File: config.mk
export PLATFORM = sky130hd
export DESIGN_NAME = uart_tx_sched
export DESIGN_NICKNAME = d
export VERILOG_FILES = /design/src/rtl/uart_tx_sched.sv
export SDC_FILE = /design/constraint.sdc
export NUM_CORES = 1
export LEC_CHECK = 0
export BUFFER_PORTS_ARGS = -buffer_cell sky130_fd_sc_hd__buf_2
export CORE_MARGIN = 1.5
export CORE_UTILIZATION = 30
export DETAILED_ROUTE_END_ITERATION = 6
export GPL_ROUTABILITY_DRIVEN = 1
export PLACE_DENSITY = 0.56
export SETUP_SLACK_MARGIN = 0.15
export SYNTH_ARGS = -nofsm -noshare
export SYNTH_HDL_FRONTEND = slang
export SYNTH_SLANG_ARGS = --single-unit
File: constraint.sdc
create_clock -name clk -period 2.6 [get_ports clk]
set_input_delay 0.13 -clock clk [delete_from_list [all_inputs] [get_ports clk]]
set_output_delay 0.13 -clock clk [all_outputs]
set_load 0.01 [all_outputs]
File: src/rtl/uart_tx_sched.sv
// uart_tx_sched
// Round-robin scheduler that shares one UART transmitter among NUM_REQ byte
// producers and generates the transmitter's baud tick. Each granted byte is
// presented on tx_data with tx_start held until a baud tick is issued. The
// block then waits for tx_done. A watchdog flags a transmitter that never
// completes.
//
// Ports
//   clk, rst_n          system clock, async active-low reset
//   req, req_data       per-requester request level and byte (8 bits each)
//   grant, done         one-hot single-cycle pulses: byte accepted / sent
//   busy                high whenever the FSM is not IDLE
//   timeout_err         sticky watchdog flag, cleared by err_clr
//   tx_data, tx_start   to transmitter data_in / tx_start
//   tick                baud strobe to transmitter
//   tx_done             frame-complete from transmitter
//
// state | meaning
// IDLE  | arbitrate among active requests
// START | tx_start high, waiting for the next baud tick
// WAIT  | frame in flight, watchdog running until tx_done
module uart_tx_sched #(
  parameter int NUM_REQ = 4,
  parameter int CLK_DIV = 16,
  parameter int TIMEOUT = 4096
) (
  input  logic                 clk,
  input  logic                 rst_n,
  input  logic [NUM_REQ-1:0]   req,
  input  logic [8*NUM_REQ-1:0] req_data,
  output logic [NUM_REQ-1:0]   grant,
  output logic [NUM_REQ-1:0]   done,
  output logic                 busy,
  output logic                 timeout_err,
  input  logic                 err_clr,
  output logic [7:0]           tx_data,
  output logic                 tx_start,
  output logic                 tick,
  input  logic                 tx_done
);

  localparam int LW = (NUM_REQ > 1) ? $clog2(NUM_REQ) : 1;
  localparam int CW = (CLK_DIV > 1) ? $clog2(CLK_DIV) : 1;
  localparam int TW = (TIMEOUT > 1) ? $clog2(TIMEOUT) : 1;

  typedef enum logic [1:0] {
    IDLE  = 2'b00,
    START = 2'b01,
    WAIT  = 2'b10
  } state_t;

  state_t             state_q;
  logic [CW-1:0]      cnt_q, cnt_d;
  logic               tick_q;
  logic [TW-1:0]      wd_q;
  logic [LW-1:0]      last_q;
  logic [NUM_REQ-1:0] grant_q, done_q;
  logic [7:0]         tx_data_q;
  logic               tx_start_q;
  logic               err_q;

  logic [LW-1:0]      win;
  logic               found;
  int                 idx;
  logic [7:0]         win_data;

  // Baud divider. tick_q is registered one cycle ahead so that it is high
  // exactly while the counter sits at CLK_DIV-1.
  always_comb begin
    cnt_d = (cnt_q == CW'(CLK_DIV - 1)) ? '0 : cnt_q + 1'b1;
  end

  always_ff @(posedge clk or negedge rst_n) begin
    if (!rst_n) begin
      cnt_q  <= '0;
      tick_q <= 1'b0;
    end else begin
      cnt_q  <= cnt_d;
      tick_q <= (cnt_d == CW'(CLK_DIV - 1));
    end
  end

  // Round-robin search starting just after the last winner.
  always_comb begin
    win   = last_q;
    found = 1'b0;
    idx   = 0;
    for (int k = 1; k <= NUM_REQ; k++) begin
      idx = (int'(last_q) + k) % NUM_REQ;
      if (!found && req[LW'(idx)]) begin
        found = 1'b1;
        win   = LW'(idx);
      end
    end
  end

  assign win_data = req_data[{win, 3'b000} +: 8];

  always_ff @(posedge clk or negedge rst_n) begin
    if (!rst_n) begin
      state_q    <= IDLE;
      wd_q       <= '0;
      last_q     <= LW'(NUM_REQ - 1);
      grant_q    <= '0;
      done_q     <= '0;
      tx_data_q  <= '0;
      tx_start_q <= 1'b0;
      err_q      <= 1'b0;
    end else begin
      grant_q <= '0;
      done_q  <= '0;
      // A watchdog set later in this block overrides the clear.
      if (err_clr) err_q <= 1'b0;
      case (state_q)
        IDLE: begin
          if (|req) begin
            tx_data_q  <= win_data;
            last_q     <= win;
            grant_q    <= NUM_REQ'(1) << win;
            tx_start_q <= 1'b1;
            state_q    <= START;
          end
        end
        START: begin
          if (tick_q) begin
            tx_start_q <= 1'b0;
            wd_q       <= '0;
            state_q    <= WAIT;
          end
        end
        WAIT: begin
          if (tx_done) begin
            done_q  <= NUM_REQ'(1) << last_q;
            wd_q    <= '0;
            state_q <= IDLE;
          end else if (wd_q == TW'(TIMEOUT - 1)) begin
            err_q   <= 1'b1;
            wd_q    <= '0;
            state_q <= IDLE;
          end else begin
            wd_q <= wd_q + 1'b1;
          end
        end
        default: begin
          tx_start_q <= 1'b0;
          wd_q       <= '0;
          state_q    <= IDLE;
        end
      endcase
    end
  end

  assign grant       = grant_q;
  assign done        = done_q;
  assign busy        = (state_q != IDLE);
  assign timeout_err = err_q;
  assign tx_data     = tx_data_q;
  assign tx_start    = tx_start_q;
  assign tick        = tick_q;

endmodule

== Yosys cells after proc, flatten, opt, wreduce, memory -nomap -nowiden ==
Index checks and enable logic that the tools add are counted.
Word-level totals
  bits in read-only memories: 0
  memories kept: 0
  flip-flop bits (word level): 39
  RAM bits: 0
  latch bits: 0
  word-level logic and storage cells: 86
Operators by class
  add/subtract/negate cells: 6
  eq/ne operators: 8
  reduce and logical (&&, ||, !) cells: 13
  div/mod/pow operators: 0
  bitwise operators: 2
  shift-type cells: 3
  multiplexer cells: 40
  $mul: 0
  order comparisons: 4
Operators with widths (number)
  $mux W12: 3
  $pmux W12 S3: 1
  $shiftx A32 B6 Y8: 1
  $mux W4: 5
  $mux W1: 17
  $lt A2 B4 Y1 const B: 4
  $mux W2: 8
  $add A12 B1 Y12 const B: 1
  $eq A12 B12 Y1 const B: 1
  $bmux W1 S2: 4
  $eq A4 B4 Y1 const B: 2
  $shl A1 B2 Y4 const A: 2
  $pmux W2 S3: 1
  $reduce_and A3 Y1: 2
  $add A2 B1 Y2 const B: 2
  $add A2 B2 Y2 const B: 2
  $add A4 B1 Y4 const B: 1
  $ne A2 B2 Y1 const B: 2
  $reduce_and A2 Y1: 2
  $reduce_or A4 Y1: 1
  $logic_and A1 B1 Y1: 3
  $logic_not A1 Y1: 3
  $ne A3 B3 Y1 const B: 1
  $pmux W1 S3: 1
  other kinds (5): 6

== Longest topological paths before layout ==
Gate-level depths: netlist of run 1.
  depth after elaboration: 17
  depth in mapped cells: 12

== Least setup slack after synthesis of run 1 ==
Ideal clock, no wire load.
  path type: register to register
  start point: reg last_q[0]
  end point: reg tx_data_q[0] (netlist: tx_data[0])
  arrival: 2570 ps
  slack: -96 ps
  setup time: 126 ps
  cell stages (with the launch flop): 13
  buffers on the path: 4
  cell sequence: dfstp_2 > buf_4 > inv_1 > ha_1 > buf_2 > nor2b_4 > a21o_1 > a2bb2oi_1 > buf_6 > buf_6 > mux2i_1 > nor2_1 > a221o_1
Between the ends
  longest elaborated chain between the ends: 15
  elaborated cells on any way between the ends: 30
  those cells by class: add/sub (4); shift (1); mux (19); reduce/logical (6)
RTL lines
  from (decl): line 56  | logic [LW-1:0] last_q;
  from (signal assigned): line 103  | last_q <= LW'(NUM_REQ - 1);
  from (signal assigned): line 118  | last_q <= win;
  $add A2 B1 Y2: line 89  | idx = (int'(last_q) + k) % NUM_REQ;
  $bmux W1 S2: line 90  | if (!found && req[LW'(idx)]) begin
  $mux W1 (not written as such) (2 in a row): line 90
  $mux W1: line 90
  $logic_not A1 Y1: line 90
  $logic_and A1 B1 Y1: line 90
  $mux W1: line 90
  $logic_not A1 Y1: line 90
  $logic_and A1 B1 Y1: line 90
  $mux W1: line 90
  $logic_not A1 Y1: line 90
  $logic_and A1 B1 Y1: line 90
  $mux W2 (*): line 90
  $shiftx A32 B6 Y8 (*): line 97  | assign win_data = req_data[{win, 3'b000} +: 8];
  to (signal assigned): line 117  | tx_data_q <= win_data;
  to (decl): line 58  | logic [7:0] tx_data_q;
Mark *: on every way between the ends. The rest lies on a longest branch, timed or not. The select of a mux whose other input is x is not followed.
A chain may end at the register's enable or synchronous reset.

== Worst setup path in the final report of run 1 ==
  start point: reg last_q[0]
  end point: reg tx_data_q[5] (netlist: tx_data[5])
The elaborated chain is that of the path after synthesis.

==> results.md, run 1 <==
* Row count at 31
* Initial antenna violation count at 0
* Die Ht at approximately 89 um
* Clock Skew at roughly 10 ps
* IO Port Bufs at 59
* Least-Margin Pin Slew at between 900 and 1000 ps
* Die X at 89.2 um
* Pre-CTS setup slack at between 90 and 100 ps
* Largest family of logic cells by synthesized area: simple AND/OR/NAND/NOR gates
* Post-synth top area share at 0.416
* Worst path arrival time at about 2600 ps
* DP Wirelength at between 3 and 4 mm
* Max Slew Vio Count at 0
* Post-Syn Area at about 0.0022 mm^2
* FF+latch count, synth at 39
* PwrDens at about 1200 mW/mm^2
* Worst VDD drop at between 0.4 and 0.5 mV
* Hold Path Class: input port to flop
* Core area at roughly 0.007 mm^2
* CP Launch Type: flop
* Min Tclk post-route at 2440 ps
* Clock latency at the later pin of the worst-skew pair at between 200 and 300 ps
* Antenna Cells at 0
* CP Data Required Time at 2780 ps
* P&R area growth vs syn at 30.2%
* Clock-pin slew on the worst setup and hold paths at roughly 80 ps
* Via Count at 1873
* Final WL at about 4.9 mm
* LEAKAGE at ~1.4 nW
* Nets@finish at between 300 and 400
* Hold Slack at 36.8 ps
* Layout Cells excl Fill at 392
* Fmax achieved at around 0.4 GHz
* Tot GR Track Use at 0.125
* Combinational share of power at 0.598
* Mapped Cells at about 220
* Cell count after placement at ~380
* Sequential fraction of the synthesis area at 0.439
* Mux contribution to synthesized area at 0.101
* Initial DRC count at 60
* First-pass GRT wire length at 7.72 mm
* Final hold viol count at 0
* CTS tree: done
* Avg Cell Area, Syn at 10.1 um^2
* EDFF count, synth at 0
* Critical Path Fanout Max at 8
* RSZ-0062 raised after global routing: true
* Final setup vio count at 0
* Total negative slack at 0 ps
* Seq pwr share at 0.255
* Global Route met3 Usage at 0.0397
* Global Route met2 Usage at 0.193
* Die Area at approximately 0.0079 mm^2
* Most area-hungry cell type in the Yosys netlist: dfrtp_1
* # fillers at 748
* Post-route cell area at around 0.0029 mm^2
* Maxcap violations at 0
* Worst setup path class: flop to flop
* Layout cell share with drive strength beyond 1 at 0.341
* Outcome: finished clean
* GRT overflow at 0
* Library cells used by synthesis at 45
* GPL Wtd Cong at between 0.7 and 0.8
* Ys Warns at 0
* IO Count at 60
* DR pass1 iterations at 4
* Total CTS buffers at 5
* Internal Power at ~2.0 mW
* Utilization after layout at 0.402
* Initial Util at 0.309
* Setup slack after layout at about 160 ps
* Synth area leaders: dfrtp_1, mux2i_1, o21ai_0
* Critical path endpoint category: flop
* Routed WL per cell at about 13 um
* CTS H-tree lvls at 2
* Clk buf depth at 2
* Period utilization at 0.938
* Clock power frac at 0.148
* Busiest grt layer: met2
* Power, Total at about 3.4 mW
* Ys async rst share at 1.00
* Xor/xnor share of the synthesized area at 0.0197
* Slew headroom at 0.357
* Vias in the first global route at 1694
* Psw at about 1.3 mW
* Simple-gate share of the synthesized area at 0.189
* DR vias/cell at roughly 4.8
* Number of remaining DRC errors at 0
* Largest net degree at the start of global routing at 40
* Post-synthesis adder-cell area fraction at 0.0393
* Syn nets at approximately 270
* Synth Area in Compound Gates at 0.169
* Placed cell areas at around 0.0027 mm^2
* Post-synth top flop: dfrtp_1
* CTS Root Cell: clkbuf_8
* Sw Share at 0.391
* Clk sinks at 39
* Post-route ant nets at 0
* Met1 Resource Use GR at 0.163
==> kinds of logic (layout without fill, tap and decap cells) <==
family | count (synthesis) | count (layout)
AOI/OAI and AO/OA | 51 | 51
xor gates and xnor gates | 5 | 5
adders and majority gates | 7 | 7
buffers and inverters | 18 | 90
DFF | 39 | 39
muxes | 21 | 21
and+or+nand+nor | 80 | 80
==> worst max-delay path, cell delays in order, from the launching register on <==
cell and delay [ps]:
dfstp_2 560, clkinvlp_4 100, ha_4 250, buf_6 140, nor2_4 90, o2bb2ai_4 120
a2bb2oi_2 200, buf_12 150, buf_8 130, mux2i_1 190, nor2_1 60, a221o_1 320
==> final timing paths <==
| kind | startpoint | to | slack (ps) | depth (start not counted) |
|---|---|---|---|---|
| setup / recovery | last_q[0] | tx_data[5] | 160 | 11 |
| hold / removal | err_clr | timeout_err | 40 | 2 |
| setup reg to reg | last_q[0] | tx_data[5] | 160 | 11 |
| hold reg to reg | tx_start | tx_start | 480 | 2 |
| max in group asynchronous | rst_n | done[0] | 1560 | 2 |
| min in group asynchronous | rst_n | wd_q[8] | 490 | 2 |
==> power groups by stage <==
stage | clock network (mW) | registers, mW | logic [mW]
floorplan | 0 | 0.915 | 1.34
global placement | 0 | 0.871 | 1.72
detailed placement | 0 | 0.859 | 1.76
CTS | 0.512 | 0.856 | 1.82
global route | 0.537 | 0.876 | 2.19
finish | 0.496 | 0.856 | 2.01
==> Yosys cell counts, types with 3 or more instances <==
cell / n
nand2_1: 18
a21oi_1: 7
nor3_1: 3
nand3_1: 3
clkbuf_1: 3
nor2_1: 23
inv_1: 9
nor2b_1: 4
xnor2_1: 3
mux2i_1: 18
ha_1: 7
and3_1: 8
nor4_1: 8
dfrtp_1: 37
o21ai_0: 21
buf_6: 3
a221o_1: 8
==> layout by cell type (no fill, tap or decap), drive strengths merged, types with 4 or more instances in the layout <==
cell and n:
buf 72, dfrtp 37, nor2 23, o21ai 23, mux2i 19, nand2 18, inv 8, and3 8
nor4 8, a221o 8, a21oi 7, ha 7, clkbuf 6, nor2b 5, nor3 4
==> flip-flops by register name, indices dropped and copies added (netlist names) <==
signal,count
cnt_q,4
done,4
grant,4
last_q,2
state_q,2
tick,1
timeout_err,1
tx_data,8
tx_start,1
wd_q,12
==> layout make-up <==
type | instances | area (um^2) | share of cell area
clock buffers | 6 | 72.6 | 0.0250
multi-input cells | 164 | 1200 | 0.413
clock inverters | 2 | 37.5 | 0.0129
flip-flops and latches | 39 | 978 | 0.338
inverters | 9 | 37.5 | 0.0129
repair buffers | 73 | 452 | 0.156
well taps | 99 | 124 | 0.0427
==> per-layer routing <==
layer	wire length [um]	vias up	part of all wire
li1	-	945	-
met1	2360	852	0.48
met2	2110	68	0.43
met3	359	8	0.073
met4	69	0	0.014
met5	0	-	0
==> what timing repair did <==
action                                  in CTS  in global routing
hold buffers                                 1                  0
endpoints found under the hold margin       37                  0
resized for setup                            0                  9
setup buffers                                1                  6
endpoints found under the setup margin      13                 13
pin swaps                                    1                  2
Power figures use the tool's default switching activity.
==> run 2, diff against run 1 <==
- CORE_UTILIZATION: 30 -> 47
- PLACE_DENSITY: 0.56 -> 0.79
==> results.md, run 2 (synthesis results as in run 1) <==
* Outcome: complete, but fails checks
* Failing checks: design-rule violations
* Number of remaining DRC errors at 3 (+3)
* WHS Path Cells at 2 (unchanged)
* CP Launch Type: flop
* Internal Power at 2.14 mW (+4.3%)
* Period utilization at 0.935 (-0.00222)
* Final setup vio count at 0 (unchanged)
* Maxcap violations at 0 (unchanged)
* Row count at 24 (-23%)
* Reg2Reg Setup Slack at 170 ps (about the same)
* Final WL at 4.91 mm (+0.18%)
* Placed cell areas at 0.00260 mm^2 (-2.5%)
* CTS H-tree lvls at 2 (unchanged)
* Routed WL per cell at 14.3 um (+14%)
* Slowest cell on crit path: dfstp_2
* Vias in the first global route at 1664 (-1.8%)
* Leading cell type in the layout, fill and taps excluded: buf_2
* Worst r2r dst: tx_data[7]
* LEAKAGE at 1.44 nW (+0.90%)
* Initial antenna violation count at 0 (unchanged)
* First-pass GRT wire length at 7.41 mm (-4.0%)
* Clock-pin slew on the worst setup and hold paths at 80 ps (about the same)
* Clock Skew at 10.1 ps (-0.272 ps)
* Layout Cells excl Fill at 343 (-13%)
* P&R area growth vs syn at 28.6%
* Utilization after layout at 0.644 (+0.243)
* Critical Path Fanout Max at 7 (-1)
* Psw at 1.37 mW (+4.5%)
* Die X at 71.8 um (-19%)
* Hold Path Class: input port to flop
* Hold Crit Start: err_clr
* Initial DRC count at 80 (+33%)
* Least-Margin Pin Slew at 1010 ps (+42.1 ps)
* IO Count at 60 (unchanged)
* GRT overflow at 0 (unchanged)
* Max incr delay on CP at 560 ps (about the same)
* Sw Share at 0.391 (+0.000475)
* Core area at 0.00444 mm^2 (-38%)
* Critical path endpoint category: flop
* Antenna Cells at 0 (unchanged)
* Seq pwr share at 0.244 (-0.011)
* Commonest non-fill, non-tap cells in the layout: buf_2, dfrtp_1, nor2_1, o21ai_0
* Post-route cell area at 0.00286 mm^2 (-1.2%)
* CTS tree: done
* IO Port Bufs at 59 (unchanged)
* Clk sinks at 39 (unchanged)
* Die Area at 0.00516 mm^2 (-35%)
* Combinational share of power at 0.581 (-0.017)
* Critical R2R Launch: last_q[0]
* # fillers at 339 (-55%)
* Clock latency at the later pin of the worst-skew pair at 300 ps (about the same)
* Max Slew Vio Count at 0 (unchanged)
* Clock power frac at 0.175 (+0.027)
* PwrDens at 1230 mW/mm^2 (+5.7%)
* GPL Wtd Cong at 0.916 (+19%)
* DR pass1 iterations at 7 (+3)
* Critical path depth in cells at 9 (-2)
* Final hold viol count at 0 (unchanged)
* Slew headroom at 0.329 (-0.0281)
* RSZ-0062 raised after global routing: true
* Via Count at 1896 (+1.2%)
* Biggest register: wd_q
* Initial Util at 0.501 (+0.192)
* Min-Delay Endpoint: timeout_err
* Cell count after placement at 328 (-13%)
* Worst setup path class: flop to flop
* R2R cell count at 9 (-2)
* Largest net degree at the start of global routing at 40 (unchanged)
* Min Tclk post-route at 2430 ps (-5.78 ps)
* Layout cell share with drive strength beyond 1 at 0.344 (+0.00235)
* Tot GR Track Use at 0.184 (+0.0593)
* Post-route ant nets at 0 (unchanged)
* Crit path buf inv count at 2 (-2)
* DR vias/cell at 5.53 (+16%)
* Nets@finish at 337 (-0.59%)
* Critical path's top delay family: compound AO/OA/AOI/OAI gates
* Fmax achieved at 0.411 GHz (+0.24%)
* Clk buf depth at 2 (unchanged)
* Largest register FFs at 12 (unchanged)
* Worst VDD drop at 0.657 mV (+44%)
* DP Wirelength at 3.33 mm (-2.0%)
* Worst setup startpoint: last_q[0]
* Die Ht at 71.8 um (-19%)
* Total negative slack at 0 ps (unchanged)
* CP Data Required Time at 2780 ps (about the same)
* Total CTS buffers at 5 (unchanged)
* CP Cell Sequence: clkinvlp_4, ha_4, nor2b_4, a21o_1, a2bb2oi_4, clkbuf_16, mux2i_1, nor2_1, a221o_1
* Worst path arrival time at 2620 ps (about the same)
* CTS Root Cell: clkbuf_8
* Power, Total at 3.51 mW (+4.4%)
==> run 2: worst max-delay path by stage <==
stage / endpoint / slack (ps)
4_1_cts: tx_data[3] / 140
5_1_grt: tx_data[1] / 50
3_3_place_gp: grant[1] / 170
6_report: tx_data[7] / 170
2_1_floorplan: tx_data[0] / 8
3_5_place_dp: tx_data[3] / 80
==> run 2: repair_timing <==
action,4_1_cts,5_1_grt
pin swaps,4,3
gates resized for setup,2,10
cloned,0,3
hold endpoints to repair,37,0
hold buffers,1,0
setup endpoints to repair,13,13
buffers inserted,1,2
==> run 2: final cells by class <==
cell class	instances	area, um^2	area share
tap	52	65.1	0.0227
clock inverter	3	71.3	0.0249
timing repair buffer	70	418	0.146
multi-input combinational	165	1220	0.428
inverter	9	37.5	0.0131
sequential	39	978	0.342
clock buffer	5	68.8	0.0240
==> run 2: power by group through the flow <==
| stage | sequential, mW | clock (mW) | combinational, mW |
|---|---|---|---|
| detailed placement | 0.861 | 0 | 1.74 |
| CTS | 0.856 | 0.630 | 1.77 |
| global placement | 0.865 | 0 | 1.67 |
| global route | 0.873 | 0.652 | 2.19 |
| finish | 0.856 | 0.616 | 2.04 |
| floorplan | 0.915 | 0 | 1.34 |
==> run 2: stage by stage <==
step	hold WS, ps	worst slack [ps]
2_1_floorplan	-166	8.16
3_3_place_gp	269	168
3_5_place_dp	278	80.1
4_1_cts	11.0	136
5_1_grt	31.9	51.5
6_report	18.8	168
==> run 2: worst register-to-register path: stages, from the launching register on <==
cell	delay [ps]
dfstp_2	560
clkinvlp_4	100
ha_4	320
nor2b_4	170
a21o_1	170
a2bb2oi_4	250
clkbuf_16	200
mux2i_1	180
nor2_1	60
a221o_1	320
==> run 2: per-layer routing <==
metal | vias to the layer above | GRT usage | share of wire | routed length [um]
met4 | 0 | 0.0901 | 0.0041 | 20
met1 | 881 | 0.243 | 0.45 | 2220
li1 | 937 | - | - | -
met2 | 76 | 0.295 | 0.49 | 2420
met3 | 2 | 0.0295 | 0.049 | 242
met5 | - | 0 | 0 | 0
==> run 3, diff against run 2 <==
- CORE_ASPECT_RATIO: not set -> 0.75
- TNS_END_PERCENT: not set -> 10
==> results.md, run 3 (synthesis results as in run 1) <==
* Worst setup path class: flop to flop
* Maxcap violations at 0 (unchanged)
* Hold Crit Start: err_clr
* Post-route cell area at 0.00283 mm^2 (-1.3%)
* Initial Util at 0.493 (-0.00832)
* Clock power frac at 0.135 (-0.040)
* GRT overflow at 0 (unchanged)
* PwrDens at 1180 mW/mm^2 (-3.8%)
* Tot GR Track Use at 0.194 (+0.00933)
* Total CTS buffers at 5 (unchanged)
* Core area at 0.00452 mm^2 (+1.7%)
* Register area at 978 um^2 (unchanged)
* Crit path buf inv count at 2 (unchanged)
* Largest net degree at the start of global routing at 40 (unchanged)
* DR pass1 iterations at 4 (-3)
* Largest register FFs at 12 (unchanged)
* Die X at 82.5 um (+15%)
* Period utilization at 0.942 (+0.00701)
* Worst path arrival time at 2620 ps (about the same)
* CTS Root Cell: clkbuf_8
* Fmax achieved at 0.408 GHz (-0.74%)
* Clock Skew at 4.28 ps (-5.87 ps)
* Vias in the first global route at 1658 (-0.36%)
* Worst VDD drop at 0.656 mV (-0.22%)
* Via Count at 1868 (-1.5%)
* Critical path endpoint category: flop
* Layout cell share with drive strength beyond 1 at 0.360 (+0.0159)
* Nets@finish at 338 (+0.30%)
* Initial DRC count at 84 (+5.0%)
* Die Ht at 62.6 um (-13%)
* IO Count at 60 (unchanged)
* Final setup vio count at 0 (unchanged)
* Max incr delay on CP at 560 ps (about the same)
* Hold Slack at 26.2 ps (+7.43 ps)
* Least-Margin Pin Slew at 1050 ps (+40.1 ps)
* Utilization after layout at 0.625 (-0.0190)
* Min Tclk post-route at 2450 ps (+18.2 ps)
* First-pass GRT wire length at 7.62 mm (+2.9%)
* # fillers at 365 (+7.7%)
* Critical R2R Launch: last_q[0]
* Combinational share of power at 0.608 (+0.027)
* Clock-pin slew on the worst setup and hold paths at 70 ps (about the same)
* DP Wirelength at 3.35 mm (+0.72%)
* Number of remaining DRC errors at 0 (-3)
* Pre-CTS setup slack at 75.4 ps (-4.75 ps)
* CTS tree: done
* Post-route ant nets at 0 (unchanged)
* Routed WL per cell at 13.9 um (-2.8%)
* Worst setup startpoint: last_q[0]
* Sw Share at 0.408 (+0.0166)
* Hold Path Class: input port to flop
* Power, Total at 3.33 mW (-5.0%)
* CP Cell Sequence: clkinvlp_4, ha_4, nor2b_4, a211oi_2, o21ai_2, a221oi_4, buf_6, nor4_2, a221o_1
* Total negative slack at 0 ps (unchanged)
* Max Slew Vio Count at 0 (unchanged)
* CP Data Required Time at 2770 ps (about the same)
* CP Launch Type: flop
* Setup slack after layout at 150 ps (-18.2 ps)
* Layout Cells excl Fill at 349 (+1.7%)
* Clock latency at the later pin of the worst-skew pair at 290 ps (about the same)
* GPL Wtd Cong at 0.817 (-11%)
* LEAKAGE at 1.41 nW (-2.1%)
* P&R area growth vs syn at 26.9%
* DR vias/cell at 5.35 (-3.2%)
* Seq pwr share at 0.258 (+0.014)
* Leading cell type in the layout, fill and taps excluded: buf_2
* Slew headroom at 0.303 (-0.0267)
* Outcome: finished clean
* Clk buf depth at 2 (unchanged)
* Internal Power at 1.97 mW (-7.6%)
* Slowest cell on crit path: dfstp_2
* RSZ-0062 raised after global routing: true
* Placed cell areas at 0.00261 mm^2 (+0.53%)
* Clk sinks at 39 (unchanged)
* Critical Path Fanout Max at 6 (-1)
* Critical path's top delay family: compound AO/OA/AOI/OAI gates
* Commonest non-fill, non-tap cells in the layout: buf_2, dfrtp_1, nor2_1, o21ai_0, nand2_1
* Biggest register: wd_q
* Final hold viol count at 0 (unchanged)
* Cell count after placement at 334 (+1.8%)
* IO Port Bufs at 59 (unchanged)
* Row count at 21 (-13%)
* Antenna Cells at 0 (unchanged)
* Psw at 1.36 mW (-1.0%)
* Final WL at 4.85 mm (-1.1%)
* Multi-input logic area at 0.00122 mm^2 (-0.10%)
* Die Area at 0.00516 mm^2 (about the same)
* CTS H-tree lvls at 2 (unchanged)
* Initial antenna violation count at 0 (unchanged)
run 3: changes by cell type in the layout (fill, tap and decap cells not counted), sizes merged:
cell      previous run  this run
clkinvlp             1         2
buf                 68        70
inv                  9         8
bufinv               2         0
clkbuf               6         7
run 3: final timing paths:
kind                          endpoint  slack, ps  cells after the start
max in group asynchronous   tx_data[6]       1590                      2
hold / removal             timeout_err         30                      2
setup / recovery            tx_data[4]        150                      9
setup reg to reg            tx_data[4]        150                      9
hold reg to reg               tx_start        480                      2
min in group asynchronous      wd_q[8]        480                      2
run 3: power groups by stage:
stage / registers (mW) / logic (mW) / clock network [mW]
6_report: 0.860 / 2.03 / 0.448
3_5_place_dp: 0.863 / 1.74 / 0
4_1_cts: 0.858 / 1.76 / 0.461
2_1_floorplan: 0.915 / 1.34 / 0
5_1_grt: 0.876 / 2.22 / 0.488
3_3_place_gp: 0.866 / 1.69 / 0
run 3: metal layers:
layer / track usage / wire, um / vias up
li1: - / - / 940
met1: 0.276 / 2370 / 849
met2: 0.274 / 2140 / 75
met3: 0.0657 / 313 / 4
met4: 0.0593 / 35 / 0
met5: 0 / 0 / -
run 3: worst reg2reg max path, cell delays in order (launching register included):
cell	delay, ps
dfstp_2	560
clkinvlp_4	110
ha_4	280
nor2b_4	140
a211oi_2	330
o21ai_2	130
a221oi_4	270
buf_6	170
nor4_2	50
a221o_1	290
run 3: layout make-up:
| type | count | area share |
|---|---|---|
| multi-input combinational | 165 | 0.433 |
| sequential | 39 | 0.346 |
| timing repair buffer | 71 | 0.146 |
| clock buffer | 7 | 0.0341 |
| tap | 57 | 0.0252 |
| inverter | 9 | 0.0133 |
| clock inverter | 1 | 0.00266 |
run 3: what timing repair did:
| item | in CTS | in global routing |
|---|---|---|
| setup endpoints to repair | 13 | 13 |
| endpoints found under the hold margin | 37 | 0 |
| hold buffers | 1 | 0 |
| buffers inserted | 1 | 3 |
| resized for setup | 1 | 15 |
| pin swaps | 2 | 4 |
| gates cloned | 0 | 2 |
